### src/rtl/lock_pkg.sv
// Shared types and constants for the keypad lock front-end controller.
// The key codes match the lock4 command set; the helpers keep key decoding
// and timer sizing in one place so the controller and timer agree.
package lock_pkg;

  // Controller phases: free, owned by one keypad, waiting on the lock's
  // verdict, or blocked after too many failed attempts.
  typedef enum logic [2:0] {
    ST_IDLE    = 3'd0,
    ST_OWN_A   = 3'd1,
    ST_OWN_B   = 3'd2,
    ST_CHECK   = 3'd3,
    ST_LOCKOUT = 3'd4
  } ctrl_state_t;

  // What a forwarded owner key means for the session.
  typedef enum logic [1:0] {
    KC_DATA  = 2'd0,   // digit or command handled entirely by the lock
    KC_ENTER = 2'd1,   // ends the session and triggers a verdict check
    KC_LOCK  = 2'd2    // ends the session without a verdict
  } key_class_t;

  // Lock command keys.
  localparam logic [3:0] KEY_LOCK  = 4'hB;
  localparam logic [3:0] KEY_ENTER = 4'hC;
  localparam logic [3:0] KEY_CHPW  = 4'hE;

  // Keypad selectors used for ownership and round-robin priority.
  localparam logic SEL_A = 1'b0;
  localparam logic SEL_B = 1'b1;

  // Integer maximum, used to size the shared timer for both phases.
  function automatic int max_int(input int a, input int b);
    return (a > b) ? a : b;
  endfunction

  // Classify an owner key. Change-password is a multi-key lock command,
  // so from the controller's point of view it keeps the session open.
  function automatic key_class_t classify_key(input logic [3:0] key);
    key_class_t cls;
    case (key)
      KEY_ENTER: cls = KC_ENTER;
      KEY_LOCK:  cls = KC_LOCK;
      KEY_CHPW:  cls = KC_DATA;
      default:   cls = KC_DATA;
    endcase
    return cls;
  endfunction

endpackage

### src/rtl/lock_timer.sv
// Programmable up-counter shared by the idle-timeout and lockout phases.
// clr_i wins over en_i. last_o flags that the current cycle is the final
// one of a limit_i-cycle window, so the owner can leave on that edge.
module lock_timer #(
  parameter int W = 6
) (
  input  logic         clk,
  input  logic         rstn,
  input  logic         clr_i,
  input  logic         en_i,
  input  logic [W-1:0] limit_i,
  output logic         last_o
);

  logic [W-1:0] cnt_q;
  logic [W-1:0] cnt_d;

  // Next count: clear has priority, otherwise advance when enabled.
  always_comb begin
    // NOTE: every combinational output gets a default first so no path
    // leaves it unassigned, which would otherwise infer a latch.
    cnt_d = cnt_q;
    if (clr_i) begin
      cnt_d = '0;
    end else if (en_i) begin
      cnt_d = cnt_q + 1'b1;
    end
  end

  // Count register.
  always_ff @(posedge clk or negedge rstn) begin
    // NOTE: state registers use non-blocking assignments so every flop
    // samples pre-edge values regardless of block ordering.
    if (!rstn) begin
      cnt_q <= '0;
    end else begin
      cnt_q <= cnt_d;
    end
  end

  assign last_o = (cnt_q == limit_i - 1'b1);

endmodule

### src/rtl/lock_ctrl.sv
// Front-end controller sharing lock4's single key port between keypads A
// and B. Sessions are granted round-robin, owner keys are forwarded through
// a one-cycle register stage, idle sessions time out, and repeated failed
// unlock attempts put both keypads into a timed lockout.
module lock_ctrl
  import lock_pkg::*;
#(
  parameter int TIMEOUT_CYC = 16,
  parameter int MAX_FAIL    = 3,
  parameter int LOCKOUT_CYC = 32
) (
  input  logic                          clk,
  input  logic                          rstn,
  input  logic [3:0]                    key_a,
  input  logic                          valid_a,
  input  logic [3:0]                    key_b,
  input  logic                          valid_b,
  input  logic                          lock_state,
  output logic [3:0]                    key_out,
  output logic                          valid_out,
  output logic                          grant_a,
  output logic                          grant_b,
  output logic                          lockout,
  output logic [$clog2(MAX_FAIL+1)-1:0] fail_cnt
);

  localparam int FAIL_W = $clog2(MAX_FAIL + 1);
  localparam int TMR_W  = $clog2(max_int(TIMEOUT_CYC, LOCKOUT_CYC) + 1);

  localparam logic [FAIL_W-1:0] FAIL_MAX    = FAIL_W'(MAX_FAIL);
  localparam logic [TMR_W-1:0]  TIMEOUT_LIM = TMR_W'(TIMEOUT_CYC);
  localparam logic [TMR_W-1:0]  LOCKOUT_LIM = TMR_W'(LOCKOUT_CYC);

  ctrl_state_t       state_q, state_d;
  logic              owner_q, owner_d;     // keypad holding the session
  logic              prio_q,  prio_d;      // winner of simultaneous strobes
  logic              chk_q,   chk_d;       // 0: verdict cycle 1, 1: cycle 2
  logic [FAIL_W-1:0] fail_q,  fail_d;
  logic [3:0]        key_out_q, key_out_d;
  logic              valid_out_q, valid_out_d;

  logic              tmr_clr;
  logic              tmr_en;
  logic [TMR_W-1:0]  tmr_limit;
  logic              tmr_last;

  logic              own_valid;
  logic [3:0]        own_key;
  logic              win_b;
  logic [FAIL_W-1:0] fail_inc;

  // Select the owner's keypad and resolve who wins an idle-time strobe.
  always_comb begin
    own_valid = (owner_q == SEL_B) ? valid_b : valid_a;
    own_key   = (owner_q == SEL_B) ? key_b   : key_a;
    win_b     = valid_b && (!valid_a || (prio_q == SEL_B));
    fail_inc  = (fail_q == FAIL_MAX) ? fail_q : fail_q + 1'b1;
  end

  // Session FSM, key forwarding and fail accounting.
  always_comb begin
    state_d     = state_q;
    owner_d     = owner_q;
    prio_d      = prio_q;
    chk_d       = chk_q;
    fail_d      = fail_q;
    key_out_d   = key_out_q;
    valid_out_d = 1'b0;
    tmr_clr     = 1'b1;
    tmr_en      = 1'b0;
    tmr_limit   = TIMEOUT_LIM;

    case (state_q)
      ST_IDLE: begin
        // The losing keypad's key is simply dropped.
        if (valid_a || valid_b) begin
          owner_d     = win_b;
          key_out_d   = win_b ? key_b : key_a;
          valid_out_d = 1'b1;
          state_d     = win_b ? ST_OWN_B : ST_OWN_A;
        end
      end

      ST_OWN_A, ST_OWN_B: begin
        tmr_limit = TIMEOUT_LIM;
        if (own_valid) begin
          // Any owner activity restarts the idle window.
          key_out_d   = own_key;
          valid_out_d = 1'b1;
          case (classify_key(own_key))
            KC_ENTER: begin
              state_d = ST_CHECK;
              chk_d   = 1'b0;
            end
            KC_LOCK: begin
              state_d = ST_IDLE;
              prio_d  = ~owner_q;
            end
            default: ;
          endcase
        end else begin
          tmr_clr = 1'b0;
          tmr_en  = 1'b1;
          if (tmr_last) begin
            state_d = ST_IDLE;
            prio_d  = ~owner_q;
          end
        end
      end

      ST_CHECK: begin
        // First cycle lets the lock consume ENTER; the second samples its
        // verdict. Keypad input is ignored throughout.
        if (!chk_q) begin
          chk_d = 1'b1;
        end else begin
          chk_d  = 1'b0;
          prio_d = ~owner_q;
          if (!lock_state) begin
            fail_d  = '0;
            state_d = ST_IDLE;
          end else begin
            fail_d  = fail_inc;
            state_d = (fail_inc == FAIL_MAX) ? ST_LOCKOUT : ST_IDLE;
          end
        end
      end

      ST_LOCKOUT: begin
        // Timer was cleared during CHECK, so the window starts at zero.
        tmr_clr   = 1'b0;
        tmr_en    = 1'b1;
        tmr_limit = LOCKOUT_LIM;
        if (tmr_last) begin
          state_d = ST_IDLE;
          fail_d  = '0;
        end
      end

      default: begin
        state_d = ST_IDLE;
      end
    endcase
  end

  // Controller registers; reset drops any pending forwarded key.
  always_ff @(posedge clk or negedge rstn) begin
    if (!rstn) begin
      state_q     <= ST_IDLE;
      owner_q     <= SEL_A;
      prio_q      <= SEL_A;
      chk_q       <= 1'b0;
      fail_q      <= '0;
      key_out_q   <= 4'h0;
      valid_out_q <= 1'b0;
    end else begin
      state_q     <= state_d;
      owner_q     <= owner_d;
      prio_q      <= prio_d;
      chk_q       <= chk_d;
      fail_q      <= fail_d;
      key_out_q   <= key_out_d;
      valid_out_q <= valid_out_d;
    end
  end

  lock_timer #(
    .W (TMR_W)
  ) u_timer (
    .clk     (clk),
    .rstn    (rstn),
    .clr_i   (tmr_clr),
    .en_i    (tmr_en),
    .limit_i (tmr_limit),
    .last_o  (tmr_last)
  );

  assign key_out   = key_out_q;
  assign valid_out = valid_out_q;
  assign grant_a   = (state_q == ST_OWN_A) ||
                     ((state_q == ST_CHECK) && (owner_q == SEL_A));
  assign grant_b   = (state_q == ST_OWN_B) ||
                     ((state_q == ST_CHECK) && (owner_q == SEL_B));
  assign lockout   = (state_q == ST_LOCKOUT);
  assign fail_cnt  = fail_q;

endmodule

### config.mk
export PLATFORM = sky130hd
export DESIGN_NAME = lock_ctrl
export DESIGN_NICKNAME = d
export VERILOG_FILES = /design/src/rtl/lock_pkg.sv /design/src/rtl/lock_timer.sv /design/src/rtl/lock_ctrl.sv
export SDC_FILE = /design/constraint.sdc
export NUM_CORES = 1
export LEC_CHECK = 0
export CAP_MARGIN = 20
export CORE_MARGIN = 2
export CORE_UTILIZATION = 45
export CTS_CLUSTER_SIZE = 28
export DETAILED_ROUTE_END_ITERATION = 7
export PLACE_DENSITY = 0.81
export SETUP_SLACK_MARGIN = 0.1
export SYNTH_ARGS = -nofsm -noshare
export SYNTH_HDL_FRONTEND = slang
export SYNTH_HIERARCHICAL = 1
export SYNTH_SLANG_ARGS = --single-unit
### constraint.sdc
create_clock -name clk -period 2.5 [get_ports clk]
set_clock_uncertainty 0.2 [all_clocks]
set_input_delay 0.25 -clock clk [delete_from_list [all_inputs] [get_ports clk]]
set_output_delay 0.25 -clock clk [all_outputs]
set_load 0.05 [all_outputs]
==> flow_summary_export.csv <==
group,metric,value,unit
synthesis,synth.distinct_cells,46,
detailed_routing,drc,0,
global_route,grt_usage,18.9,%
global_route,grt_antenna_before_repair,0,
job,drv_cap,0,
clocking,numCtsBuffers,3,
power,internal_power,1010,uW
floorplan,die_h,59.3,um
setup_path,setup.worst_path.class,"register to register",
synthesis,synth.most_common_cell,"nor2_1",
floorplan,dieArea,0.00351,mm^2
sta,fin_crit_sh,96.5,%
floorplan,start_util,46.1,%
synthesis,synth_top_area_share,34.6,%
setup_path,crit_chain,"nor2_4, and2_4, inv_6, xor2_2, nand4_1, o31a_1, nor3_2, mux2_4, nand2b_4, a21oi_2, mux2_4",
finish,diodes,0,
power,p_sw_share,49.1,%
detailed_routing,drtIter0Drc,71,
synthesis,synth_top_area_cell,"dfrtp_1",
synthesis,synth-edff-count,0,
setup_path,critPathMaxStageDelay,0.43,ns
sta,setup_viol,0,
min_path,hp-class,"input pin to asynchronous set/reset pin",
clocking,clockBufferDepth,2,
detailed_routing,num_vias,1258,
global_route,grt_max_degree,20,
power,leakage,0.000820,uW
synthesis,yosys-top-cells-count,"nor2_1, dfrtp_1, a21oi_1",
setup_path,path_max_fanout,4,
status,outcome,"complete, no violations",
synthesis,synth_area,0.00137,mm^2
sta,finalHoldViolCount,0,
floorplan,die_w,59.3,um
global_route,gr-usage-met3,2.18,%
synthesis,syn_inst,153,
finish,stdcell_area,0.00180,mm^2
synthesis,avgSynthCellArea,8.98,um^2
floorplan,coreArea,0.00298,mm^2
setup_path,required,2.49,ns
global_route,grt_pass1_wl,5130,um
finish,area_growth,31.3,%
clocking,cts.root.buffer_cell,"clkbuf_4",
clocking,path_clk_slew,0.11,ns
setup_path,path_buf_inv,1,
setup_path,arrival,2.41,ns
detailed_routing,drtPass1Iterations,4,
global_route,grt_pass1_vias,1211,
place,gp_congestion,0.888,
floorplan,rows,20,
setup_path,worstSetupEndpointType,"register",
sta,rsz0062_at_grt,"true",
global_route,grt_overflow,0,
sta,worst_slew_pin_slew,0.543,ns
power,switchingPower,970,uW
power,pwr_density_cell,1090,mW/mm^2
place,dpl-instance-area,0.00172,mm^2
setup_path,cp_top_family,"simple AND/OR/NAND/NOR gates",
power,pwr-share-seq,25.6,%
place,numPlacedInstances,224,
clocking,cts_tree,"yes",
synthesis,ys.flop_type,"dfrtp_1",
synthesis,ys_ff_latch,19,
clocking,clock_latency,0.29,ns
detailed_routing,drt-wirelength-per-cell,13.3,um
detailed_routing,ant_nets,0,
clocking,cts_hold_buf,0,
synthesis,synth_seq_area_share,34.6,%
global_route,use_met2,30.1,%
sta,finalMaxSlewViolations,0,
floorplan,ios,23,
setup_path,cpMaxStageDelayCell,"dfrtp_1",
synthesis,yosys_warnings,6,
place,hpwl,2350,um
power,p_clk_share,8.1,%
finish,drive_gt1_share,16.9,%
setup_path,cp-start-kind,"register",
clocking,cts_num_sinks,19,
sta,fmax,0.415,GHz
global_route,top_usage_layer,"met2",
power,combPwrFrac,66.3,%
synthesis,synthArstFlopShare,100,%
power,ir_worst_vdd,687,uV
finish,post_layout_nonfiller_instances,234,
finish,nets,219,
clocking,htree_levels,1,
setup_path,cpMostUsedCell,"mux2_4",
global_route,grtUsageMet1,25.4,%
detailed_routing,vias_per_cell,5.38,
sta,min_period,2.41,ns
detailed_routing,totalWireLength,3120,um
synthesis,synth.area.top_cells,"dfrtp_1, nor2_1, xor2_1, a21oi_1, mux2i_1",
sta,slew-limit-headroom,63.8,%
place,port_buffers,22,
[stage by stage]
stage	setup TNS, ns	util (%)	total power [uW]	setup WS, ns	hold WS, ns
3_3_place_gp	0	57.6	1740	0.101	0.307
3_5_place_dp	0	57.6	1770	0.0230	0.308
5_1_grt	-0.000306	60.6	2100	-0.000306	0.0618
4_1_cts	0	58.7	1930	0.121	0.0665
6_report	0	60.6	1980	0.0878	0.0647
2_1_floorplan	-0.103	-	1440	-0.103	-0.246
[what timing repair did]
action / CTS / global route
pin swaps: 0 / 5
resized for setup: 2 / 2
setup buffers: 0 / 6
setup endpoints to repair: 2 / 1
[flip-flops by register name, summed over array words and instances (netlist names)]
| register | count |
|---|---|
| valid_out | 1 |
| owner_q | 1 |
| u_timer/cnt_q | 6 |
| chk_q | 1 |
| prio_q | 1 |
| fail_cnt | 2 |
| key_out | 4 |
| state_q | 3 |
[cells by family after synthesis]
family | after synthesis | synth area share, %
DFF | 19 | 34.6
xor gates and xnor gates | 11 | 7.01
adders and majority gates | 4 | 3.64
and+or+nand+nor | 53 | 19.9
muxes | 10 | 8.47
other | 1 | 0.273
AOI/OAI and AO/OA | 40 | 21.0
buffers and inverters | 15 | 5.01
[layout by cell type, fill, tap and decap left out, types with 2 or more instances in the layout]
| cell type | Yosys | final |
|---|---|---|
| a21oi_1 | 13 | 13 |
| a21oi_2 | 2 | 2 |
| a31oi_1 | 3 | 3 |
| buf_4 | 1 | 15 |
| clkbuf_4 | 0 | 3 |
| clkdlybuf4s50_1 | 0 | 19 |
| conb_1 | 1 | 14 |
| dfrtp_1 | 19 | 19 |
| ha_1 | 4 | 4 |
| inv_1 | 11 | 10 |
| mux2_4 | 3 | 3 |
| mux2i_1 | 6 | 6 |
| nand2_1 | 7 | 7 |
| nand2b_1 | 6 | 5 |
| nand4_1 | 3 | 3 |
| nand4b_1 | 2 | 2 |
| nor2_1 | 21 | 20 |
| nor3_1 | 4 | 4 |
| o21ai_0 | 6 | 6 |
| o21ai_1 | 3 | 3 |
| or3_1 | 2 | 2 |
| xnor2_1 | 3 | 3 |
| xor2_1 | 8 | 7 |
[worst paths after layout]
check,start,endpoint,slack (ns),cells after the start
setup / recovery,state_q[0],prio_q,0.09,11
min in group clk,prio_q,prio_q,0.34,1
setup reg to reg,state_q[0],prio_q,0.09,11
max in group asynchronous,rstn,u_timer/cnt_q[2],1.84,2
hold / removal,rstn,owner_q,0.06,2
hold reg to reg,prio_q,prio_q,0.34,1
[layout make-up]
class                   instances  area, um^2
clock buffers                   4        26.3
repair buffers                 35         312
inverters                      11        46.3
fillers                       239        1170
multi-input cells             132         903
well taps                      33        41.3
flip-flops and latches         19         475
[power by group through the flow]
| stage | registers [uW] | clock network, uW | logic, uW |
|---|---|---|---|
| global placement | 503 | 0 | 1240 |
| global route | 513 | 186 | 1410 |
| floorplan | 688 | 0 | 755 |
| CTS | 502 | 168 | 1260 |
| finish | 505 | 161 | 1310 |
| detailed placement | 508 | 0 | 1260 |
[routing by layer]
layer / vias up / routed length [um]
met5: - / 0
met4: 0 / 38
met3: 4 / 108
met2: 36 / 1590
met1: 589 / 1380
li1: 629 / -
No activity file was read; power rests on OpenSTA's default activity.
==> variant 1 (same flow settings) <==
The 5 states of `ctrl_state_t` get a one-hot encoding in 5 bits.
--- a/src/rtl/lock_pkg.sv
+++ b/src/rtl/lock_pkg.sv
@@ -5,12 +5,12 @@
 
   // Controller phases: free, owned by one keypad, waiting on the lock's
   // verdict, or blocked after too many failed attempts.
-  typedef enum logic [2:0] {
-    ST_IDLE    = 3'd0,
-    ST_OWN_A   = 3'd1,
-    ST_OWN_B   = 3'd2,
-    ST_CHECK   = 3'd3,
-    ST_LOCKOUT = 3'd4
+  typedef enum logic [4:0] {
+    ST_IDLE    = 5'b00001,
+    ST_OWN_A   = 5'b00010,
+    ST_OWN_B   = 5'b00100,
+    ST_CHECK   = 5'b01000,
+    ST_LOCKOUT = 5'b10000
   } ctrl_state_t;
 
   // What a forwarded owner key means for the session.
Behaviour: no difference found for any inputs over 10 cycles, from zero or initial values and one cycle with rstn low; not proved beyond that.
==> variant 1 against the original RTL <==
The run now ends with negative setup slack left; non-clock buffer count rose by 15; die area rose by 8.5%; count of clock-buffer cells in the layout fell by 1; power fell by 0.64%; final cell count rose by 17%; combinational power fell by 8%; wire length rose by 17%; area after synthesis rose by 9.1%; clock power rose by 14%; sequential cell count rose by 2; critical path depth fell by 1; design area rose by 18%; setup slack got worse by 0.25 ns; largest cell class unchanged.
==> variant 1: results (changes against the original RTL) <==
* Result of the run: complete, but fails checks (was finished clean)
* Violations in the final reports: negative setup slack
* Count of unique library cells instantiated by Yosys at 51 (was 46)
* Final Setup Violations at 5 (was 0)
* Worst skew pair latency at 0.32 ns (was 0.29 ns)
* Layout cell share with drive strength beyond 1 at 27.1% (was 16.9%)
* Vias in the first global route at 1,326 (was 1,211)
* Worst reg-to-reg path cell count at 10 (was 11)
* Number of nets in the layout at 248 (was 219)
* Maximum number of pins on one net before global-route repair at 22 (was 20)
* Least setup slack across all paths after layout at -0.163 ns (was 0.0878 ns)
* Estimated wirelength of the detail-placed design at 2570 µm (was 2350 µm)
* Detailed router's first-iteration violation count at 134 (was 71)
* FF-to-FF Start: state_q[3] (was state_q[0])
* Critical Path AT at 2.71 ns (was 2.41 ns)
* Area after DPL at 0.00198 mm² (was 0.00172 mm²)
* Slew at the pin with the worst max-slew slack at 0.501 ns (was 0.543 ns)
* Synth top area cells: sky130_fd_sc_hd__dfrtp_1 33%, sky130_fd_sc_hd__xor2_1 5.3%, sky130_fd_sc_hd__nor2_1 4.3%, sky130_fd_sc_hd__ha_1 4.2%, sky130_fd_sc_hd__mux2_2 3.8% (was sky130_fd_sc_hd__dfrtp_1 35%, sky130_fd_sc_hd__nor2_1 5.7%, sky130_fd_sc_hd__xor2_1 5.1%, sky130_fd_sc_hd__a21oi_1 4.7%, sky130_fd_sc_hd__mux2i_1 4.4%)
* Routability congestion estimate at 0.836 (was 0.888)
* Detailed Route WL at 3660 µm (was 3120 µm)
* Post-synth top area share at 33.4% (was 34.6%)
* Standby leakage power at 0.956 nW (was 0.820 nW)
* Number of vias after detailed routing at 1,434 (was 1,258)
* Wire length of the first global-routing pass at 5820 µm (was 5130 µm)
* Detailed Routing Iterations Pass 1 at 6 (was 4)
* Master of the slowest instance on the critical path: sky130_fd_sc_hd__or3b_4 (was sky130_fd_sc_hd__dfrtp_1)
* Cell types with the highest counts after synthesis: 20 x sky130_fd_sc_hd__dfrtp_1, 17 x sky130_fd_sc_hd__nor2_1, 14 x sky130_fd_sc_hd__nand2_1 (was 21 x sky130_fd_sc_hd__nor2_1, 19 x sky130_fd_sc_hd__dfrtp_1, 13 x sky130_fd_sc_hd__a21oi_1)
* IR drop worst, VDD at 757 µV (was 687 µV)
* Internal power summed over all cells at 0.00105 W (was 0.00101 W)
* GRT Util Overall at 20.8% (was 18.9%)
* CTS clk-pin slew, worst paths at 0.13 ns (was 0.11 ns)
[variant 1: final cells by class]
cell class,count,area [µm²]
tap,44,55.1
multi-input combinational,142,1030
clock inverter,1,7.51
clock buffer,3,22.5
inverter,12,45.0
fill,266,977
sequential,21,527
timing repair buffer,50,443
[variant 1: how the worst max path moves through the flow]
stage | depth (start not counted) | slack [ns] | end | start
2_1_floorplan | 11 | -0.49 | prio_q | state_q[2]
3_3_place_gp | 12 | -0.04 | state_q[2] | state_q[3]
3_5_place_dp | 10 | -0.16 | prio_q | state_q[3]
4_1_cts | 10 | -0.11 | prio_q | state_q[2]
5_1_grt | 10 | -0.25 | prio_q | state_q[3]
6_report | 10 | -0.16 | prio_q | state_q[3]
[variant 1: what timing repair did]
item / 4_1_cts / 5_1_grt
setup endpoints to repair: 10 / 12
setup buffers: 9 / 2
gates resized for setup: 6 / 6
pin swaps: 14 / 10
[variant 1: through the flow]
stage                     cells  util, %  hold slack [ns]  worst slack [ns]
after floorplan             180        -           -0.246            -0.490
after global placement      261     63.9            0.288           -0.0411
after detailed placement    261     63.9            0.293            -0.158
after CTS                   272     67.1           0.0662            -0.109
after global routing        273     68.5           0.0686            -0.246
final                       273     68.5           0.0550            -0.163
[variant 1: cells by family (layout without fill, tap and decap cells)]
group	Yosys count	count (layout)	synth area share, %
AND/OR/NAND/NOR	64	64	23.1
AO/OA/AOI/OAI	32	32	14.7
flip-flops	21	21	35.1
buffers and inverters	17	66	4.92
multiplexers	14	14	10.1
XOR/XNOR	13	13	7.60
adder cells (fa/ha/maj)	5	5	4.17
other	1	14	0.250
[variant 1: worst max-delay path, delay by kind of cell, from the launching register on]
family	cells	cell delay, ns
flops	1	0.41
simple gates	5	1.05
compound gates	2	0.41
mux	1	0.26
xor+xnor	1	0.16
buf+inv	1	0.09
[variant 1: power groups by stage]
stage	Clock (W)	Sequential [W]	Combinational, W
5_1_grt	0.000202	0.000580	0.00130
3_3_place_gp	0	0.000566	0.00114
3_5_place_dp	0	0.000572	0.00115
2_1_floorplan	0	0.000710	0.000677
4_1_cts	0.000185	0.000565	0.00120
6_report	0.000183	0.000570	0.00121
[variant 1: layer usage]
| metal | vias to the layer above | share of wire, % | global-route usage, % |
|---|---|---|---|
| met5 | - | 0 | 0 |
| met2 | 41 | 48 | 34.1 |
| met3 | 7 | 5.8 | 4.35 |
| met1 | 681 | 44 | 27.7 |
| met4 | 0 | 1.4 | 6.69 |
| li1 | 705 | - | - |
==> variant 2 (config.mk and constraints unchanged) <==
Made on the original files. Change the parameter `MAX_FAIL` from 3 to 6.
--- a/src/rtl/lock_ctrl.sv
+++ b/src/rtl/lock_ctrl.sv
@@ -6,7 +6,7 @@
   import lock_pkg::*;
 #(
   parameter int TIMEOUT_CYC = 16,
-  parameter int MAX_FAIL    = 3,
+  parameter int MAX_FAIL    = 6,
   parameter int LOCKOUT_CYC = 32
 ) (
   input  logic                          clk,
Interface: changed (resized fail_cnt); port bits go from 23 to 24. No check against the original RTL was run, so the function may have changed too.
==> variant 2 against the original RTL <==
Hold slack got worse by 0.00095 ns; highest routed layer unchanged; critical endpoint unchanged; design area rose by 12%; final cell count rose by 17%; largest cell class unchanged; sequential cell count rose by 1; largest power group unchanged; setup slack got worse by 0.086 ns; area after synthesis rose by 13%; wire length rose by 14%; power rose by 8.5%.
==> variant 2: results (changes against the original RTL) <==
* Slew at the pin with the worst max-slew slack at 0.585 ns (was 0.543 ns)
* Final Cycle Share at 99.9% (was 96.5%)
* Detailed router's first-iteration violation count at 44 (was 71)
* Wire length of the first global-routing pass at 6110 µm (was 5130 µm)
* Count of unique library cells instantiated by Yosys at 48 (was 46)
* Fillcell total at 312 (was 239)
* Estimated wirelength of the detail-placed design at 2620 µm (was 2350 µm)
* Critical Path AT at 2.51 ns (was 2.41 ns)
* Routability congestion estimate at 0.919 (was 0.888)
* Number of nets in the layout at 249 (was 219)
* Worst reg-to-reg path cell count at 10 (was 11)
* Clock group share of total power at 9.2% (was 8.1%)
* Clk power at 0.000196 W (was 0.000161 W)
* GRT Util Overall at 19.3% (was 18.9%)
* IR drop worst, VDD at 784 µV (was 687 µV)
* Layout cell share with drive strength beyond 1 at 16.2% (was 16.9%)
* Maximum number of pins on one net before global-route repair at 21 (was 20)
* Area after DPL at 0.00196 mm² (was 0.00172 mm²)
* Standby leakage power at 0.928 nW (was 0.820 nW)
* Number of instances in the placed design at 269 (was 224)
* Port Buffers at 23 (was 22)
* Vias in the first global route at 1,371 (was 1,211)
* Synth top area cells: sky130_fd_sc_hd__dfrtp_1 32%, sky130_fd_sc_hd__ha_1 5.6%, sky130_fd_sc_hd__nor2_1 4.8%, sky130_fd_sc_hd__xor2_1 4.5%, sky130_fd_sc_hd__a21oi_1 3.9% (was sky130_fd_sc_hd__dfrtp_1 35%, sky130_fd_sc_hd__nor2_1 5.7%, sky130_fd_sc_hd__xor2_1 5.1%, sky130_fd_sc_hd__a21oi_1 4.7%, sky130_fd_sc_hd__mux2i_1 4.4%)
* Startpoint of the most critical setup path: state_q[1] (was state_q[0])
* Cell types with the highest counts after synthesis: 20 x sky130_fd_sc_hd__dfrtp_1, 20 x sky130_fd_sc_hd__nor2_1, 12 x sky130_fd_sc_hd__a21oi_1, 12 x sky130_fd_sc_hd__inv_1 (was 21 x sky130_fd_sc_hd__nor2_1, 19 x sky130_fd_sc_hd__dfrtp_1, 13 x sky130_fd_sc_hd__a21oi_1)
* Result of the run: finished clean (unchanged)
* Internal power summed over all cells at 0.00111 W (was 0.00101 W)
* Worst-path maximum fanout at 5 (was 4)
* Sequential power at 0.000535 W (was 0.000505 W)
* Number of resized instances in the post-cts repair step at 0 (was 2)
variant 2: worst min-delay path by stage:
| stage | from | endpoint | slack [ns] | cells past startpoint |
|---|---|---|---|---|
| global route | rstn | u_timer/cnt_q[1] | 0.09 | 2 |
| detailed placement | prio_q | prio_q | 0.33 | 1 |
| floorplan | rstn | chk_q | -0.25 | 0 |
| global placement | prio_q | prio_q | 0.32 | 1 |
| CTS | rstn | fail_cnt[1] | 0.07 | 2 |
| finish | rstn | fail_cnt[1] | 0.06 | 2 |
variant 2: logic make-up (layout without fill, tap and decap cells):
| logic type | Yosys count | in the layout | synth area share (%) |
|---|---|---|---|
| flip-flops | 20 | 20 | 32.1 |
| multiplexers | 7 | 7 | 4.98 |
| XOR/XNOR | 12 | 12 | 6.75 |
| AO/OA/AOI/OAI | 47 | 47 | 21.0 |
| adder cells (fa/ha/maj) | 7 | 7 | 5.62 |
| AND/OR/NAND/NOR | 68 | 68 | 24.0 |
| buffers and inverters | 19 | 53 | 5.30 |
| other | 1 | 14 | 0.241 |
variant 2: layout make-up:
cell class / instances / area (µm²) / area share [%]
multi-input cells: 155 / 1050 / 52.0
flip-flops and latches: 20 / 500 / 24.7
repair buffers: 37 / 332 / 16.3
well taps: 46 / 57.6 / 2.84
inverters: 12 / 47.5 / 2.34
clock buffers: 4 / 36.3 / 1.79
variant 2: metal layers:
| layer | share of wire, % | vias up | global-route usage, % |
|---|---|---|---|
| met5 | 0 | - | 0 |
| met4 | 2.2 | 0 | 10.6 |
| met3 | 2.8 | 6 | 1.62 |
| met2 | 49 | 32 | 31.7 |
| met1 | 46 | 699 | 25.0 |
| li1 | - | 741 | - |
